<file path="src/rtl/mcp3208_wrap.sv">
// Autonomous MCP3208 scanner: walks the enabled channels over SPI and keeps the latest code per channel.
// Optional MCP3208_AVG_EN: each store update averages the new sample with the previous code.
module mcp3208_wrap #(
  parameter logic [6:0] BASE_ADDR   = 7'd0,
  parameter logic [7:0] DIV_DEFAULT = 8'd4
) (
  input  logic        clk,
  input  logic        rst_n,
  input  logic [31:0] lb_data,
  input  logic [6:0]  lb_addr,
  input  logic        lb_write,
  input  logic [3:0]  address,
  output logic [7:0]  result,
  output logic        adc_cs,
  output logic        adc_clk,
  input  logic        adc_dout,
  output logic        adc_din
);

  // state | meaning
  // GAP   | cs high for 4 ticks, then pick the next enabled channel
  // SETUP | cs low, start bit presented, 1 tick
  // XFER  | 19 SCLK cycles (high tick, low tick); B11..B0 on cycles 8..19
  typedef enum logic [1:0] {ST_GAP, ST_SETUP, ST_XFER} state_t;

  logic [7:0]  div_q, div_d, ena_q, ena_d, cnt_q, cnt_d, div_eff, result_q, result_d;
  logic        run_q, run_d, sgl_q, sgl_d, tick;
  state_t      state_q, state_d;
  logic [5:0]  ph_q, ph_d;
  logic [2:0]  ptr_q, ptr_d, ptr_nxt;
  logic [11:0] shift_q, shift_d;
  logic [11:0] code_q [8];
  logic [11:0] code_d [8];
  logic        cs_q, cs_d, sclk_q, sclk_d, din_q, din_d;
  logic [4:0]  bit_idx;
  logic        unused_lb_data;
`ifdef MCP3208_AVG_EN
  logic [7:0]  seen_q, seen_d;
  logic [12:0] avg_sum;
`endif

  assign unused_lb_data = ^lb_data[31:8];

  function automatic logic din_bit(input logic [4:0] idx, input logic sgl, input logic [2:0] ch);
    case (idx)
      5'd1:    din_bit = 1'b1;
      5'd2:    din_bit = sgl;
      5'd3:    din_bit = ch[2];
      5'd4:    din_bit = ch[1];
      5'd5:    din_bit = ch[0];
      default: din_bit = 1'b0;
    endcase
  endfunction

  always_comb begin
    div_d = div_q;
    ena_d = ena_q;
    run_d = run_q;
    sgl_d = sgl_q;
    if (lb_write) begin
      if (lb_addr == BASE_ADDR) begin
        div_d = lb_data[7:0];
      end else if (lb_addr == BASE_ADDR + 7'd1) begin
        ena_d = lb_data[7:0];
      end else if (lb_addr == BASE_ADDR + 7'd2) begin
        run_d = lb_data[0];
        sgl_d = lb_data[1];
      end
    end
  end

  // The running tick count finishes with the old DIV; a new DIV is only picked up on reload.
  assign div_eff = (div_q == 8'd0) ? 8'd1 : div_q;
  assign tick    = (cnt_q == 8'd0);
  assign cnt_d   = tick ? (div_eff - 8'd1) : (cnt_q - 8'd1);

  always_comb begin
    ptr_nxt = ptr_q;
    for (int i = 8; i >= 1; i--) begin
      if (ena_q[3'(ptr_q + 3'(i))]) ptr_nxt = 3'(ptr_q + 3'(i));
    end
  end

  always_comb begin
    state_d = state_q;
    ph_d    = ph_q;
    ptr_d   = ptr_q;
    shift_d = shift_q;
    code_d  = code_q;
`ifdef MCP3208_AVG_EN
    seen_d  = seen_q;
    avg_sum = {1'b0, code_q[ptr_q]} + {1'b0, shift_q} + 13'd1;
`endif
    if (tick) begin
      case (state_q)
        ST_GAP: begin
          if (ph_q != 6'd3) begin
            ph_d = ph_q + 6'd1;
          end else if (run_q && ena_q != 8'd0) begin
            ptr_d   = ptr_nxt;
            state_d = ST_SETUP;
            ph_d    = 6'd0;
          end
        end
        ST_SETUP: begin
          state_d = ST_XFER;
          ph_d    = 6'd0;
        end
        ST_XFER: begin
          if (ph_q == 6'd37) begin
            state_d = ST_GAP;
            ph_d    = 6'd0;
`ifdef MCP3208_AVG_EN
            code_d[ptr_q] = seen_q[ptr_q] ? avg_sum[12:1] : shift_q;
            seen_d[ptr_q] = 1'b1;
`else
            code_d[ptr_q] = shift_q;
`endif
          end else begin
            ph_d = ph_q + 6'd1;
            // odd ph -> even ph is an SCLK rising edge; cycles 8..19 carry data
            if (ph_q[0] && ph_q >= 6'd13) shift_d = {shift_q[10:0], adc_dout};
          end
        end
        default: begin
          state_d = ST_GAP;
          ph_d    = 6'd0;
        end
      endcase
    end
  end

  // Pins only move on a tick, so DIN is frozen for the whole high phase.
  always_comb begin
    cs_d    = cs_q;
    sclk_d  = sclk_q;
    din_d   = din_q;
    bit_idx = 5'(ph_d[5:1]) + 5'd1 + 5'(ph_d[0]);
    if (tick) begin
      case (state_d)
        ST_SETUP: begin
          cs_d   = 1'b0;
          sclk_d = 1'b0;
          din_d  = 1'b1;
        end
        ST_XFER: begin
          cs_d   = 1'b0;
          sclk_d = ~ph_d[0];
          din_d  = din_bit(bit_idx, sgl_q, ptr_d);
        end
        default: begin
          cs_d   = 1'b1;
          sclk_d = 1'b0;
          din_d  = 1'b0;
        end
      endcase
    end
  end

  assign result_d = address[0] ? {4'b0, code_q[address[3:1]][11:8]} : code_q[address[3:1]][7:0];

  always_ff @(posedge clk or negedge rst_n) begin
    if (!rst_n) begin
      div_q    <= DIV_DEFAULT;
      ena_q    <= 8'hFF;
      run_q    <= 1'b1;
      sgl_q    <= 1'b1;
      cnt_q    <= (DIV_DEFAULT == 8'd0) ? 8'd0 : (DIV_DEFAULT - 8'd1);
      state_q  <= ST_GAP;
      ph_q     <= 6'd0;
      ptr_q    <= 3'd0;
      shift_q  <= 12'd0;
      cs_q     <= 1'b1;
      sclk_q   <= 1'b0;
      din_q    <= 1'b0;
      result_q <= 8'd0;
      for (int i = 0; i < 8; i++) code_q[i] <= 12'd0;
`ifdef MCP3208_AVG_EN
      seen_q   <= 8'd0;
`endif
    end else begin
      div_q    <= div_d;
      ena_q    <= ena_d;
      run_q    <= run_d;
      sgl_q    <= sgl_d;
      cnt_q    <= cnt_d;
      state_q  <= state_d;
      ph_q     <= ph_d;
      ptr_q    <= ptr_d;
      shift_q  <= shift_d;
      cs_q     <= cs_d;
      sclk_q   <= sclk_d;
      din_q    <= din_d;
      result_q <= result_d;
      code_q   <= code_d;
`ifdef MCP3208_AVG_EN
      seen_q   <= seen_d;
`endif
    end
  end

  assign result  = result_q;
  assign adc_cs  = cs_q;
  assign adc_clk = sclk_q;
  assign adc_din = din_q;

endmodule

</file>
<file path="config.mk">
export PLATFORM = sky130hd
export DESIGN_NAME = mcp3208_wrap
export DESIGN_NICKNAME = d
export VERILOG_FILES = /design/src/rtl/mcp3208_wrap.sv
export SDC_FILE = /design/constraint.sdc
export NUM_CORES = 1
export LEC_CHECK = 0
export ABC_AREA = 1
export BUFFER_PORTS_ARGS = -buffer_cell sky130_fd_sc_hd__buf_2
export CAP_MARGIN = 30
export CORE_ASPECT_RATIO = 1.2
export CORE_MARGIN = 2
export CORE_UTILIZATION = 40
export CTS_BUF_LIST = sky130_fd_sc_hd__clkbuf_4
export CTS_CLUSTER_SIZE = 8
export DETAILED_ROUTE_END_ITERATION = 12
export GPL_TIMING_DRIVEN = 0
export HOLD_SLACK_MARGIN = 0.02
export MAX_ROUTING_LAYER = met4
export PLACE_DENSITY = 0.67
export SYNTH_ARGS = -nofsm -noshare
export SYNTH_HDL_FRONTEND = slang
export SYNTH_SLANG_ARGS = --single-unit
</file>
<file path="constraint.sdc">
create_clock -name clk -period 5 [get_ports clk]
set_input_delay 1 -clock clk [delete_from_list [all_inputs] [get_ports clk]]
set_output_delay 1 -clock clk [all_outputs]
set_load 0.01 [all_outputs]
</file>
Yosys cells after proc, flatten, opt, wreduce, memory -nomap -nowiden
Index checks and enable logic that the tools add are counted.
{"block": "classes", "n_lt_le_gt_ge": 11, "addsub": 12, "n_reduce_logical": 14, "muxes": 48, "n_eq_ne": 13, "bitwise": 6}
{"cell": "$bwmux 96", "n": 1}
{"cell": "$bmux 12 s3", "n": 1}
{"cell": "$demux 12 s3", "n": 1}
{"cell": "$mux 12", "n": 3}
{"cell": "$mux 3", "n": 11}
{"cell": "$lt 3x4->1 const B", "n": 7}
{"cell": "$mux 6", "n": 4}
{"cell": "$mux 8", "n": 3}
{"cell": "$bmux 1 s3", "n": 7}
{"cell": "$logic_not 8->1", "n": 2}
{"cell": "$sub 8x1->8 const B", "n": 2}
{"cell": "$add 3x3->3 const B", "n": 4}
{"cell": "$pmux 6 s2", "n": 1}
{"cell": "$eq 5x2->1 const B", "n": 2}
{"cell": "$eq 5x3->1 const B", "n": 2}
{"cell": "$mux 1", "n": 9}
{"cell": "$ge 4x4->1 const B", "n": 2}
{"cell": "$mux 2", "n": 4}
{"cell": "$not 3->4", "n": 2}
{"cell": "$reduce_and 4->1", "n": 2}
{"cell": "$reduce_bool 8->1", "n": 1}
{"cell": "$eq 7x1->1 const B", "n": 1}
{"cell": "$eq 7x2->1 const B", "n": 1}
{"cell": "$logic_not 7->1", "n": 1}
{"cell": "21 further kinds", "n": 30}
{"block": "word_totals", "register_bits": 156, "wordCells": 125}

Logic depth before layout (Yosys ltp)
Gate-level depths: netlist of the first run.
{"block": "logic_depth", "ltp_word": 16, "depth_mapped": 25, "mapped_depth_nobuf": 25}

Least setup slack after synthesis of the first run
No wires, ideal clock.
{"block": "synth_path", "kind": "reg2reg", "start": "register ena_q[7]", "end": "register din_q (netlist: adc_din)", "path_stages_with_launch": 24, "path_slack_ns": 2.320, "path_buffers": 0, "setup_time_ns": 0.065, "required_ns": 4.935, "t_arrival_ns": 2.615, "cell_sequence": "dfstp_2 -> nor2_1 -> nand2_1 -> o21ai_0 -> inv_1 -> nor2_1 -> inv_1 -> a21oi_1 -> o21ai_0 -> o21ai_0 -> inv_1 -> ha_1 -> inv_1 -> ha_1 -> nand3b_1 -> nand2_1 -> nand3b_1 -> nor2_1 -> nand3_1 -> nand4_1 -> nand2_1 -> nand2_1 -> nand2_1 -> nand2_1"}
{"block": "synth_between", "word_cells_on_any_way": 46, "cone_classes": "2 x add/sub; 7 x eq/ne; 35 x mux; 2 x reduce/logical"}
{"element": "from (decl)", "line_no": "26", "source": "logic [7:0] div_q, div_d, ena_q, ena_d, cnt_q, cnt_d, div_eff, result_q, result_d;"}
{"element": "from (signal assigned)", "line_no": "183", "source": "ena_q <= ena_d;"}
{"element": "$reduce_bool 8->1 *", "line_no": "99", "source": "end else if (run_q && ena_q != 8'd0) begin"}
{"element": "$logic_and 1x1->1 *", "line_no": "99"}
{"element": "$mux 6 *", "line_no": "99"}
{"element": "$mux 6 *", "line_no": "97", "source": "if (ph_q != 6'd3) begin"}
{"element": "$pmux 6 s2 *", "line_no": "95", "source": "case (state_q)"}
{"element": "$mux 6 *", "line_no": "94", "source": "if (tick) begin"}
{"element": "named net ph_d[0]", "line_no": "29", "source": "logic [5:0] ph_q, ph_d;"}
{"element": "$add 5x1->5 *", "line_no": "138", "source": "bit_idx = 5'(ph_d[5:1]) + 5'd1 + 5'(ph_d[0]);"}
{"element": "$eq 5x3->1, or another cell as far along", "line_no": "45", "source": "case (idx)"}
{"element": "$pmux 1 s5 *", "line_no": "45"}
{"element": "$pmux 1 s2 *", "line_no": "140", "source": "case (state_d)"}
{"element": "to (signal assigned)", "line_no": "193", "source": "din_q <= din_d;"}
{"element": "to (decl)", "line_no": "34", "source": "logic cs_q, cs_d, sclk_q, sclk_d, din_q, din_d;"}
The timed path passes the listed nets; every way through them passes the cells marked *. The select of a mux whose other input is x is not followed.
A chain may end at the register's enable or synchronous reset.

Worst setup path after layout of the first run
{"block": "layout_path", "start": "register ph_q[0]", "end": "register din_q (netlist: adc_din)"}
{"block": "layout_between", "word_cells_on_any_way": 26, "cone_classes": "3 x add/sub; 9 x eq/ne; 14 x mux"}
{"element": "from (decl)", "line_no": "29"}
{"element": "from (signal assigned)", "line_no": "188", "source": "ph_q <= ph_d;"}
{"element": "$add 6x1->6, or another cell as far along", "line_no": "98, 120"}
{"element": "$mux 6 (on tied branches)", "line_no": "110, 97"}
{"element": "$pmux 6 s2", "line_no": "95"}
{"element": "$mux 6 *", "line_no": "94"}
{"element": "named net ph_d[0]", "line_no": "29"}
{"element": "$add 5x1->5 *", "line_no": "138"}
{"element": "$eq 5x3->1, or another cell as far along", "line_no": "45"}
{"element": "$pmux 1 s5 *", "line_no": "45"}
{"element": "$pmux 1 s2 *", "line_no": "140"}
The timed path passes the listed nets; every way through them passes the cells marked *.

==> reports/summary.txt, run 1 <==
Initial DRC count: 444
CTS resizes: 0
Seq/Total Area, Yosys: 51.71%
First-pass GRT wire length: 31.46 mm
Largest family of logic cells by synthesized area: simple AND/OR/NAND/NOR gates
Placement Cell Area: 8103 um2
Hold Fails Final Rpt: 0
CTS H-tree lvls: 4
Commonest non-fill, non-tap cell in the layout: nand2_1
Skew final: 22.36 ps
Final wirelength: 18.77 mm
RD Place Congestion: 0.8507
Die area: 20080 um2
Worst r2r src: ph_q[0]
Fmax: 314.1 MHz
Clock slew at reported path FFs: 130 ps
DIE HEIGHT: 154.8 um
Most frequent cells in the layout: nand2_1, o21ai_0, dfrtp_1, nor2_1, inv_1
Via-to-Cell Ratio: 5.268
Row cnt: 55
CTS sink cnt: 156
Tmin final: 3184 ps
Drt drc: 0
Core ar.: 18720 um2
CTS Hold Bufs: 0
Post-detail-place hpwl: 13.35 mm
Period utilisation layout: 63.68%
Boundary Pins: 58
Routed Antenna Nets: 0
Largest net degree at the start of global routing: 101
Mapped Cells: 913
Synth Area in Simple Gates: 21.80%
# setup viols final: 0
XOR/XNOR Fraction of Synth Area: 0.9239%
Synth top area share: 46.86%
Crit start category: flop
Vias in the first global route: 6298
Crit path kind: flop to flop
Reg-to-reg setup timing slack: 1820 ps
Ys Warns: 0
Largest cells by area after synthesis: dfrtp_1, o21ai_0, nand2_1
Layout cell share with drive strength beyond 1: 12.05%
Compound-Gate Fraction of Synth Area: 17.01%
DIE WIDTH: 129.7 um
Quantity of I/O buffers inserted on ports: 33
Post-Layout Inst Area: 8437 um2
Setup_tns: 0 ps
Post-Syn Nets: 974
Via count: 6516
Grt ovf: 0
Max_slew headroom: 54.37%
Post-synthesis cell area: 7584 um2
Worst path arrival time: 3700 ps
Storage cell area: 3921 um2
Maximum vdd drop: 0.0002114 V
CTS root buf: clkbuf_4
Post-synthesis mux area share: 0.1485%
Critical Path End Type: flop
Gr usage total: 20.39%
Worst path cell trace: ha_1 > nand3_1 > nor3_1 > inv_1 > nor2_1 > inv_1 > a21oi_1 > o21ai_0 > o21ai_0 > inv_1 > ha_1 > inv_1 > ha_1 > nand3b_1 > nand2_1 > nand3b_1 > nor2_1 > nand3b_1 > nand4_1 > nand2_1 > nand2_1 > nand2_1 > nand2_1
Worst path most repeated cell: nand2_1
TritonCTS clock tree: yes
Crit-path max FO: 7
Post-DR wirelength/cell: 15.17 um
Initial antenna violation count: 2
Adder-cell share of the synthesized area: 2.310%
Layout Nets: 1027
Status: complete, no violations
Final Max Tran Viols: 0
Syn_area_per_cell: 8.306 um2
Leading area contributor after synthesis: dfrtp_1
Tightest Hold Check Type: input pin to asynchronous set/reset pin
R2R depth: 23
CTS buffer count: 17
Worst EP required: 5520 ps
Area taken by multi-input logic gates: 3199 um2
Slew @ Worst Pin: 684.4 ps
Static leakage: 3.869 nW
Setup Buffers After CTS: 0
First-pass detailed-route iteration total: 8
Fillers: 1867
Flops & latches, synth: 156
Distinct cell type count after synthesis: 41
Max clock buf depth: 2
RR Endpoint: adc_din
Slowest-stage cell, CP: dfrtp_1
Pwr Total: 2.839 mW
Worst stage delay on the critical path: 460 ps
Max-cap violations: 0
Power density cells: 336.5 nW/um2
Initial Util: 40.51%
Area grow syn2layout: 11.25%
RSZ-0062 raised after global routing: no
Clk_lat worst skew: 580 ps
metal layers:
metal	up-vias	routed length [um]	track usage [%]
met5	-	0	-
met4	0	386	7.937
met3	30	817	3.597
met2	166	9487	33.53
met1	3151	8076	24.91
li1	3169	-	-
power breakdown:
group / internal, mW / switching (mW)
combinational: 0.202 / 0.366
clock: 0.403 / 0.472
sequential: 1.35 / 0.0481
total: 1.95 / 0.886
final cells by class:
| type | instances | area share, % |
|---|---|---|
| buffer | 44 | 2.328 |
| antenna | 2 | 0.05932 |
| multi-input combinational | 642 | 37.92 |
| inverter | 71 | 3.159 |
| sequential | 156 | 46.48 |
| clock buffer | 18 | 1.602 |
| clock inverter | 14 | 2.299 |
| timing repair buffer | 34 | 2.358 |
| tap | 256 | 3.797 |
logic make-up after synthesis:
group	after synthesis
AND/OR/NAND/NOR	379
XOR/XNOR	8
multiplexers	1
adder cells (fa/ha/maj)	14
AO/OA/AOI/OAI	240
buffers and inverters	115
flip-flops	156
how the worst max path moves through the flow:
stage | endpoint | depth (start not counted) | slack, ps | from
detailed placement | adc_din | 23 | 1840 | ph_q[0]
floorplan | adc_din | 23 | 2320 | ena_q[7]
finish | adc_din | 23 | 1820 | ph_q[0]
global route | adc_din | 23 | 1430 | ph_q[0]
global placement | div_q[7] | 1 | 600 | rst_n
CTS | adc_din | 23 | 1780 | ph_q[0]
stage by stage:
step	setup WS [ps]	std cells	util [%]	hold slack (ps)
3_3_place_gp	603.9	1202	43.11	461.5
2_1_floorplan	2320	913	-	447.8
5_1_grt	1432	1237	45.07	382.6
3_5_place_dp	1844	1203	43.29	467.9
6_report	1816	1237	45.07	363.4
4_1_cts	1783	1235	45.05	357.4
synthesized netlist by cell type:
library cell / n
dfstp_2: 14
o21ai_1: 10
nand2_1: 205
clkinv_1: 2
a21oi_2: 1
nand3_1: 49
xnor2_1: 1
nor2_2: 1
and2_1: 1
ha_1: 14
nor4_1: 2
o21bai_1: 1
nor4_4: 1
or3_1: 1
nor2_1: 83
inv_1: 65
mux2_2: 1
a22oi_1: 1
o22ai_1: 11
nand3b_1: 4
o21a_1: 1
dfrtp_1: 142
a21o_1: 1
clkbuf_1: 29
nand3_2: 10
nand4_1: 10
a21oi_1: 21
a31oi_1: 5
o21ai_0: 171
nor3_4: 1
and3_1: 1
buf_4: 1
nor3_1: 3
nand2_2: 7
xor2_1: 7
buf_1: 2
buf_6: 2
o211ai_1: 7
o221ai_1: 10
inv_2: 4
buf_2: 10
registers in the layout, summed over array words and instances (netlist names), 2 cells and up:
register and count:
code_q 96, ptr_q 3, shift_q 12, ena_q 8, state_q 2, ph_q 6, result 8, cnt_q 8
div_q 8
worst max-delay path: cells and delay by family (launching register included):
| kind | cells | cell delay, ps |
|---|---|---|
| AOI/OAI and AO/OA | 3 | 370 |
| adders and majority gates | 3 | 650 |
| buffers and inverters | 4 | 350 |
| DFF | 1 | 460 |
| and+or+nand+nor | 13 | 1280 |
No activity file was read; power rests on OpenSTA's default activity.
==> run 2, diff against run 1 <==
--- a/config.mk
+++ b/config.mk
@@ -5,7 +5,7 @@
 export SDC_FILE = /design/constraint.sdc
 export NUM_CORES = 1
 export LEC_CHECK = 0
-export ABC_AREA = 1
+export ABC_AREA = 0
 export BUFFER_PORTS_ARGS = -buffer_cell sky130_fd_sc_hd__buf_2
 export CAP_MARGIN = 30
 export CORE_ASPECT_RATIO = 1.2
@@ -17,7 +17,7 @@
 export GPL_TIMING_DRIVEN = 0
 export HOLD_SLACK_MARGIN = 0.02
 export MAX_ROUTING_LAYER = met4
-export PLACE_DENSITY = 0.67
+export PLACE_DENSITY = 0.69
 export SYNTH_ARGS = -nofsm -noshare
 export SYNTH_HDL_FRONTEND = slang
 export SYNTH_SLANG_ARGS = --single-unit
==> constraint.sdc (replaced) <==
create_clock -name clk -period 2.8 [get_ports clk]
set_input_delay 0.56 -clock clk [delete_from_list [all_inputs] [get_ports clk]]
set_output_delay 0.56 -clock clk [all_outputs]
set_load 0.01 [all_outputs]
==> run 2 against run 1 <==
  * The run now ends with setup timing left
  * Cell area is 9.9% higher
  * Global-route usage is 2.5 points lower
  * Hold slack worse by 96 ps
  * Combinational power is 70% higher
  * Setup slack worse by 2200 ps
  * Sequential power is 81% higher
  * First-iteration DRC count is 25% lower
  * Sequential share of layout area is 4.2 points lower
  * Critical path depth is 10 lower
  * Register-to-register slack worse by 2200 ps
  * Via count is 18% lower
  * Critical path type unchanged
==> reports/summary.txt, run 2 <==
Post-Syn Nets: 674 (was 974)
Final wirelength: 17.79 mm (was 18.77 mm)
Fin cells: 951 (was 1237)
Most frequent cells in the layout: dfrtp_1, mux2_1, mux2_2, mux4_2, buf_2 (was nand2_1, o21ai_0, dfrtp_1, nor2_1, inv_1)
Crit path kind: flop to flop (unchanged)
Pwr Total: 4.802 mW (was 2.839 mW)
Compound-Gate Fraction of Synth Area: 6.062% (was 17.01%)
Post-Layout Inst Area: 9274 um2 (was 8437 um2)
Boundary Pins: 58 (unchanged)
Flops & latches, synth: 156 (unchanged)
Status: finished, violations left (was complete, no violations)
Row cnt: 56 (was 55)
Drt drc: 0 (unchanged)
FFs w/ async S/R, synth: 100.0% (unchanged)
Via count: 5353 (was 6516)
Die area: 21280 um2 (was 20080 um2)
Core ar.: 19620 um2 (was 18720 um2)
# setup viols final: 2 (was 0)
Power density cells: 517.8 nW/um2 (was 336.5 nW/um2)
Post-synth top flop: dfrtp_1 (unchanged)
Top-count cell post-synth: dfrtp_1 (was nand2_1)
DIE WIDTH: 133.5 um (was 129.7 um)
Tightest Hold Check Type: input pin to flop (was input pin to asynchronous set/reset pin)
Clock slew at reported path FFs: 130 ps (about the same)
Setup_tns: -490.1 ps (was 0 ps)
Initial DRC count: 332 (was 444)
CTS sink cnt: 156 (unchanged)
Area grow syn2layout: 15.20% (was 11.25%)
Quantity of I/O buffers inserted on ports: 29 (was 33)
Layout cell share with drive strength beyond 1: 35.22% (was 12.05%)
Mapped Cells: 613 (was 913)
Antenna cell count: 0 (was 2)
Seq/Total Area, Yosys: 48.71% (was 51.71%)
Worst path arrival time: 3650 ps (was 3700 ps)
Worst EP required: 3220 ps (was 5520 ps)
Max_slew headroom: 31.78% (was 54.37%)
Post-synthesis mux area share: 31.41% (was 0.1485%)
Initial antenna violation count: 0 (was 2)
Fmax: 309.6 MHz (was 314.1 MHz)
CTS H-tree lvls: 4 (unchanged)
Routed Antenna Nets: 0 (unchanged)
Placed cells: 904 (was 1203)
Post-synthesis cell area: 8050 um2 (was 7584 um2)
Slew @ Worst Pin: 1015 ps (was 684.4 ps)
Layout Nets: 738 (was 1027)
Post-route setup slack: -429.8 ps (was 1816 ps)
Max clock buf depth: 2 (unchanged)
Crit-path max FO: 8 (was 7)
Clk_lat worst skew: 550 ps (was 580 ps)
EDFF count, synth: 0 (unchanged)
Synth top area share: 44.14% (was 46.86%)
First-pass GRT wire length: 29.01 mm (was 31.46 mm)
Crit start category: flop (unchanged)
Largest cells by area after synthesis: dfrtp_1, mux4_2, mux2_1 (was dfrtp_1, o21ai_0, nand2_1)
Largest register FFs: 96 (unchanged)
Biggest register: code_q (unchanged)
CTS root buf: clkbuf_4 (unchanged)
Static leakage: 4.236 nW (was 3.869 nW)
Maximum vdd drop: 0.0005258 V (was 0.0002114 V)
First-pass detailed-route iteration total: 4 (was 8)
XOR/XNOR Fraction of Synth Area: 0.9792% (was 0.9239%)
Vias in the first global route: 5562 (was 6298)
Via-to-Cell Ratio: 5.629 (was 5.268)
Largest net degree at the start of global routing: 111 (was 101)
CTS buffer count: 17 (unchanged)
Violated checks: setup timing
Leading registers by flop count: code_q: 96 flops, shift_q: 12 flops (unchanged)
Grt ovf: 0 (unchanged)
Max-cap violations: 0 (unchanged)
Syn_area_per_cell: 13.13 um2 (was 8.306 um2)
Skew final: 18.94 ps (was 22.36 ps)
Gr usage total: 17.86% (was 20.39%)
Placement Cell Area: 8748 um2 (was 8103 um2)
Post-detail-place hpwl: 12.46 mm (was 13.35 mm)
Period utilisation layout: 115.3% (was 63.68%)
Synth cell count leaders: dfrtp_1, mux2_1, mux2_2, mux4_2, nand2_1 (was nand2_1, o21ai_0, dfrtp_1, nor2_1, inv_1)
Largest family of logic cells by synthesized area: multiplexers (was simple AND/OR/NAND/NOR gates)
Initial Util: 41.03% (was 40.51%)
Post-DR wirelength/cell: 18.71 um (was 15.17 um)
DIE HEIGHT: 159.4 um (was 154.8 um)
Critical Path End Type: flop (unchanged)
TritonCTS clock tree: yes (unchanged)
Leading area contributor after synthesis: dfrtp_1 (unchanged)
Commonest non-fill, non-tap cell in the layout: dfrtp_1 (was nand2_1)
Final Max Tran Viols: 0 (unchanged)
Adder-cell share of the synthesized area: 2.176% (was 2.310%)
RSZ-0062 raised after global routing: yes (was no)
Synth Area in Simple Gates: 7.491% (was 21.80%)
Tmin final: 3230 ps (was 3184 ps)
Distinct cell type count after synthesis: 61 (was 41)
RD Place Congestion: 0.8836 (was 0.8507)
Ys Warns: 0 (unchanged)
Hold Fails Final Rpt: 0 (unchanged)
==> run 2: cell count changes after synthesis, sizes merged, moves of 44 or more <==
cell	before	now
nand3	59	15
nand2	212	25
mux2	1	131
inv	69	21
nor2	84	21
o21ai	181	10
==> run 2: cells by family after synthesis <==
group | Yosys count
adder cells (fa/ha/maj) | 14
flip-flops | 156
XOR/XNOR | 9
multiplexers | 183
AO/OA/AOI/OAI | 72
buffers and inverters | 65
AND/OR/NAND/NOR | 114
==> run 2: where the power goes <==
group | internal [mW] | switching, mW | total [mW]
logic | 0.444 | 0.521 | 0.965
clock network | 0.456 | 0.837 | 1.29
registers | 2.39 | 0.158 | 2.54
total | 3.29 | 1.52 | 4.80
==> run 2: metal layers <==
layer	wire length, um	vias to the layer above	global-route usage (%)
li1	-	2439	-
met3	624	33	3.852
met5	0	-	-
met2	9398	125	30.62
met4	440	0	6.238
met1	7326	2756	20.67
==> run 2: path summary, 6_finish.rpt <==
check	slack, ps	from	depth (start not counted)	end
hold reg to reg	490	adc_clk	2	adc_clk
max in group asynchronous	1380	rst_n	3	ph_q[0]
hold / removal	270	lb_data[2]	2	div_q[2]
setup / recovery	-430	ph_q[4]	13	adc_din
min in group asynchronous	510	rst_n	2	code_q[50]
setup reg to reg	-430	ph_q[4]	13	adc_din
==> run 2: area by class of cell <==
cell class	count	area, um2
plain buffers	43	274.0
clock buffers	17	127.6
clock inverters	15	137.6
fillers	1725	10340
inverters	21	92.59
multi-input cells	392	4083
flip-flops and latches	156	3924
well taps	261	326.6
repair buffers	46	309.0
==> run 2: through the flow <==
step / hold WS, ps / setup slack, ps / util (%)
4_1_cts: 217.9 / -431.7 / 47.03
3_3_place_gp: 451.8 / -1144 / 44.42
6_report: 267.3 / -429.8 / 47.27
3_5_place_dp: 462.5 / -617.5 / 44.59
2_1_floorplan: 264.4 / -167.8 / -
5_1_grt: 216.8 / -579.5 / 47.27
==> run 2: worst max-delay path, stage by stage (launching register included) <==
cell and delay (ps):
dfrtp_1 390, clkbuf_8 150, or4_4 560, nor4_4 190, nand2b_1 170, nand2_1 50, a21boi_2 170, ha_4 170
a311oi_1 200, o22ai_1 120, a222oi_1 450, a211oi_1 160, o2111ai_1 200, o21ai_1 110
==> run 2: what timing repair did <==
item | in CTS | in global routing
setup endpoints to repair | 61 | 33
endpoints found under the hold margin | 40 | 0
resized for setup | 30 | 13
setup buffers | 13 | 1
hold buffers | 1 | 0
pin swaps | 3 | 4
==> run 3, diff against run 2 <==
--- a/config.mk
+++ b/config.mk
@@ -14,10 +14,12 @@
 export CTS_BUF_LIST = sky130_fd_sc_hd__clkbuf_4
 export CTS_CLUSTER_SIZE = 8
 export DETAILED_ROUTE_END_ITERATION = 12
+export GPL_ROUTABILITY_DRIVEN = 0
 export GPL_TIMING_DRIVEN = 0
 export HOLD_SLACK_MARGIN = 0.02
 export MAX_ROUTING_LAYER = met4
 export PLACE_DENSITY = 0.69
+export SETUP_SLACK_MARGIN = 0.5
 export SYNTH_ARGS = -nofsm -noshare
 export SYNTH_HDL_FRONTEND = slang
 export SYNTH_SLANG_ARGS = --single-unit
==> run 3 against run 2 <==
  * The flow still finishes with violations (setup timing)
  * Core utilization rose by 7.4 points
  * Maximum frequency fell by 2.2%
  * Flip-flop and latch count did not move
  * Sequential power barely moved
  * Clock power rose by 5%
  * Hold slack got worse by 15 ps
  * Global-route usage rose by 4.1 points
  * Clock-buffer cell count did not move
  * Via count rose by 8.9%
  * Setup slack got worse by 72 ps
  * Clock skew rose by 3.0 ps
  * Critical path type unchanged
  * Largest cell class unchanged
  * Largest power group unchanged
  * Highest routed layer unchanged
==> reports/summary.txt, run 3 (synthesis results as in run 2) <==
Final Max Tran Viols: 0 (unchanged)
Biggest register: code_q (unchanged)
Beginning of the critical path: ph_q[4] (unchanged)
Worst EP required: 3270 ps (was 3220 ps)
RSZ-0062 raised after global routing: yes (unchanged)
Routed Antenna Nets: 0 (unchanged)
Max_slew headroom: 38.68% (was 31.78%)
Grt ovf: 0 (unchanged)
Slew @ Worst Pin: 896.6 ps (was 1015 ps)
DIE HEIGHT: 159.4 um (unchanged)
Violated checks: setup timing (unchanged)
Power density cells: 465.9 nW/um2 (was 517.8 nW/um2)
Die area: 21280 um2 (unchanged)
First-pass GRT wire length: 35.31 mm (was 29.01 mm)
Hold Path Origin: lb_data[2] (unchanged)
First-pass detailed-route iteration total: 5 (was 4)
Max-cap violations: 0 (unchanged)
Hold Fails Final Rpt: 0 (unchanged)
Post-route setup slack: -501.3 ps (was -429.8 ps)
Crit start category: flop (unchanged)
Worst r2r src: ph_q[4] (unchanged)
Commonest non-fill, non-tap cell in the layout: dfrtp_1 (unchanged)
Post-Route Utilization: 54.69% (was 47.27%)
Boundary Pins: 58 (unchanged)
Row cnt: 56 (unchanged)
Period utilisation layout: 117.9% (was 115.3%)
Drt drc: 0 (unchanged)
Initial Util: 41.03% (unchanged)
# setup viols final: 2 (unchanged)
Clk_lat worst skew: 560 ps (was 550 ps)
Vias in the first global route: 6220 (was 5562)
Tightest Hold Check Type: input pin to flop (unchanged)
Post-DR wirelength/cell: 21.70 um (was 18.71 um)
Layout cell share with drive strength beyond 1: 53.50% (was 35.22%)
Layout Nets: 791 (was 738)
Worst path arrival time: 3770 ps (was 3650 ps)
Critical Path End Type: flop (unchanged)
Post-detail-place hpwl: 12.60 mm (was 12.46 mm)
Initial antenna violation count: 0 (unchanged)
Skew final: 21.95 ps (was 18.94 ps)
Via-to-Cell Ratio: 5.814 (was 5.629)
Clock slew at reported path FFs: 140 ps (was 130 ps)
Setup_tns: -626.5 ps (was -490.1 ps)
Quantity of I/O buffers inserted on ports: 29 (unchanged)
Initial DRC count: 388 (was 332)
Tmin final: 3301 ps (was 3230 ps)
CTS root buf: clkbuf_4 (unchanged)
Antenna cell count: 0 (unchanged)
Placement Cell Area: 8771 um2 (was 8748 um2)
Static leakage: 4.985 nW (was 4.236 nW)
Post-Layout Inst Area: 10730 um2 (was 9274 um2)
Fmax: 302.9 MHz (was 309.6 MHz)
Largest register FFs: 96 (unchanged)
Status: finished, violations left (unchanged)
CTS H-tree lvls: 4 (unchanged)
Crit path kind: flop to flop (unchanged)
Leading registers by flop count: code_q: 96 flops, shift_q: 12 flops (unchanged)
DP Worst Slack: -686.5 ps (was -617.5 ps)
CTS buffer count: 17 (unchanged)
Core ar.: 19620 um2 (unchanged)
Final wirelength: 21.76 mm (was 17.79 mm)
Area grow syn2layout: 33.29% (was 15.20%)
Gr usage total: 21.93% (was 17.86%)
Fillers: 1573 (was 1725)
Most frequent cells in the layout: dfrtp_1, mux2_4, mux4_2, buf_2, buf_6 (was dfrtp_1, mux2_1, mux2_2, mux4_2, buf_2)
DIE WIDTH: 133.5 um (unchanged)
TritonCTS clock tree: yes (unchanged)
Largest net degree at the start of global routing: 109 (was 111)
Reg-to-reg setup timing slack: -500 ps (was -430 ps)
CTS sink cnt: 156 (unchanged)
Crit-path max FO: 8 (unchanged)
Via count: 5831 (was 5353)
Max clock buf depth: 2 (unchanged)
Maximum vdd drop: 0.0004908 V (was 0.0005258 V)
## run 3: changes by cell type in the layout (fill, tap and decap cells not counted), moves of 6 or more
cell and delta:
nand2_1 -9, buf_4 +14, buf_8 +6, mux2_1 -72, mux2_4 +109, mux2_2 -37
nand2_8 +8, buf_6 +28, clkbuf_16 +8
## run 3: layer usage
metal	part of all wire (%)	track usage, %	wire (um)	vias to the layer above
met5	0	-	0	-
met4	3.4	8.269	739	0
met3	3.8	4.298	822	49
met2	53	37.63	11610	199
met1	39	25.40	8595	3046
li1	-	-	-	2537
## run 3: final timing paths
check,cells past startpoint,end
setup / recovery,13,adc_din
hold / removal,2,ena_q[2]
setup reg to reg,13,adc_din
hold reg to reg,2,adc_cs
max in group asynchronous,3,cnt_q[4]
min in group asynchronous,2,result[3]
## run 3: area by class of cell
cell class | count | area [um2] | area share [%]
multi-input cells | 392 | 4725 | 44.03
well taps | 261 | 326.6 | 3.043
inverters | 21 | 97.59 | 0.9095
repair buffers | 98 | 950.9 | 8.862
flip-flops and latches | 156 | 3926 | 36.59
plain buffers | 44 | 431.7 | 4.023
clock inverters | 14 | 145.1 | 1.353
clock buffers | 17 | 127.6 | 1.189
## run 3: where the power goes
group	switching (mW)	total, mW	internal, mW
Sequential	0.157	2.55	2.39
Combinational	0.584	1.09	0.502
Clock	0.838	1.36	0.527
## run 3: critical path: stages (launching register included)
cell and delay [ps]:
dfrtp_1 390, clkbuf_8 150, or4_4 560, nor4_4 190
nand2b_1 180, nand2_1 60, a21boi_2 170, ha_4 180
inv_4 90, ha_4 210, or4_4 520, a2111oi_4 210
o2111ai_1 150, o21ai_1 120
## run 3: through the flow
step	hold WS, ps	total power, mW	std cells
after floorplan	264.4	3.196	613
after global placement	451.3	3.410	903
after detailed placement	445.8	3.467	904
after CTS	214.8	4.917	991
after global routing	214.3	5.239	1003
final	252.2	4.999	1003
## run 3: what timing repair did
action	CTS	global route
endpoints found under the hold margin	44	0
resized for setup	241	28
setup buffers	47	11
endpoints found under the setup margin	113	118
pin swaps	13	12
cloned	8	0
hold buffers	1	0
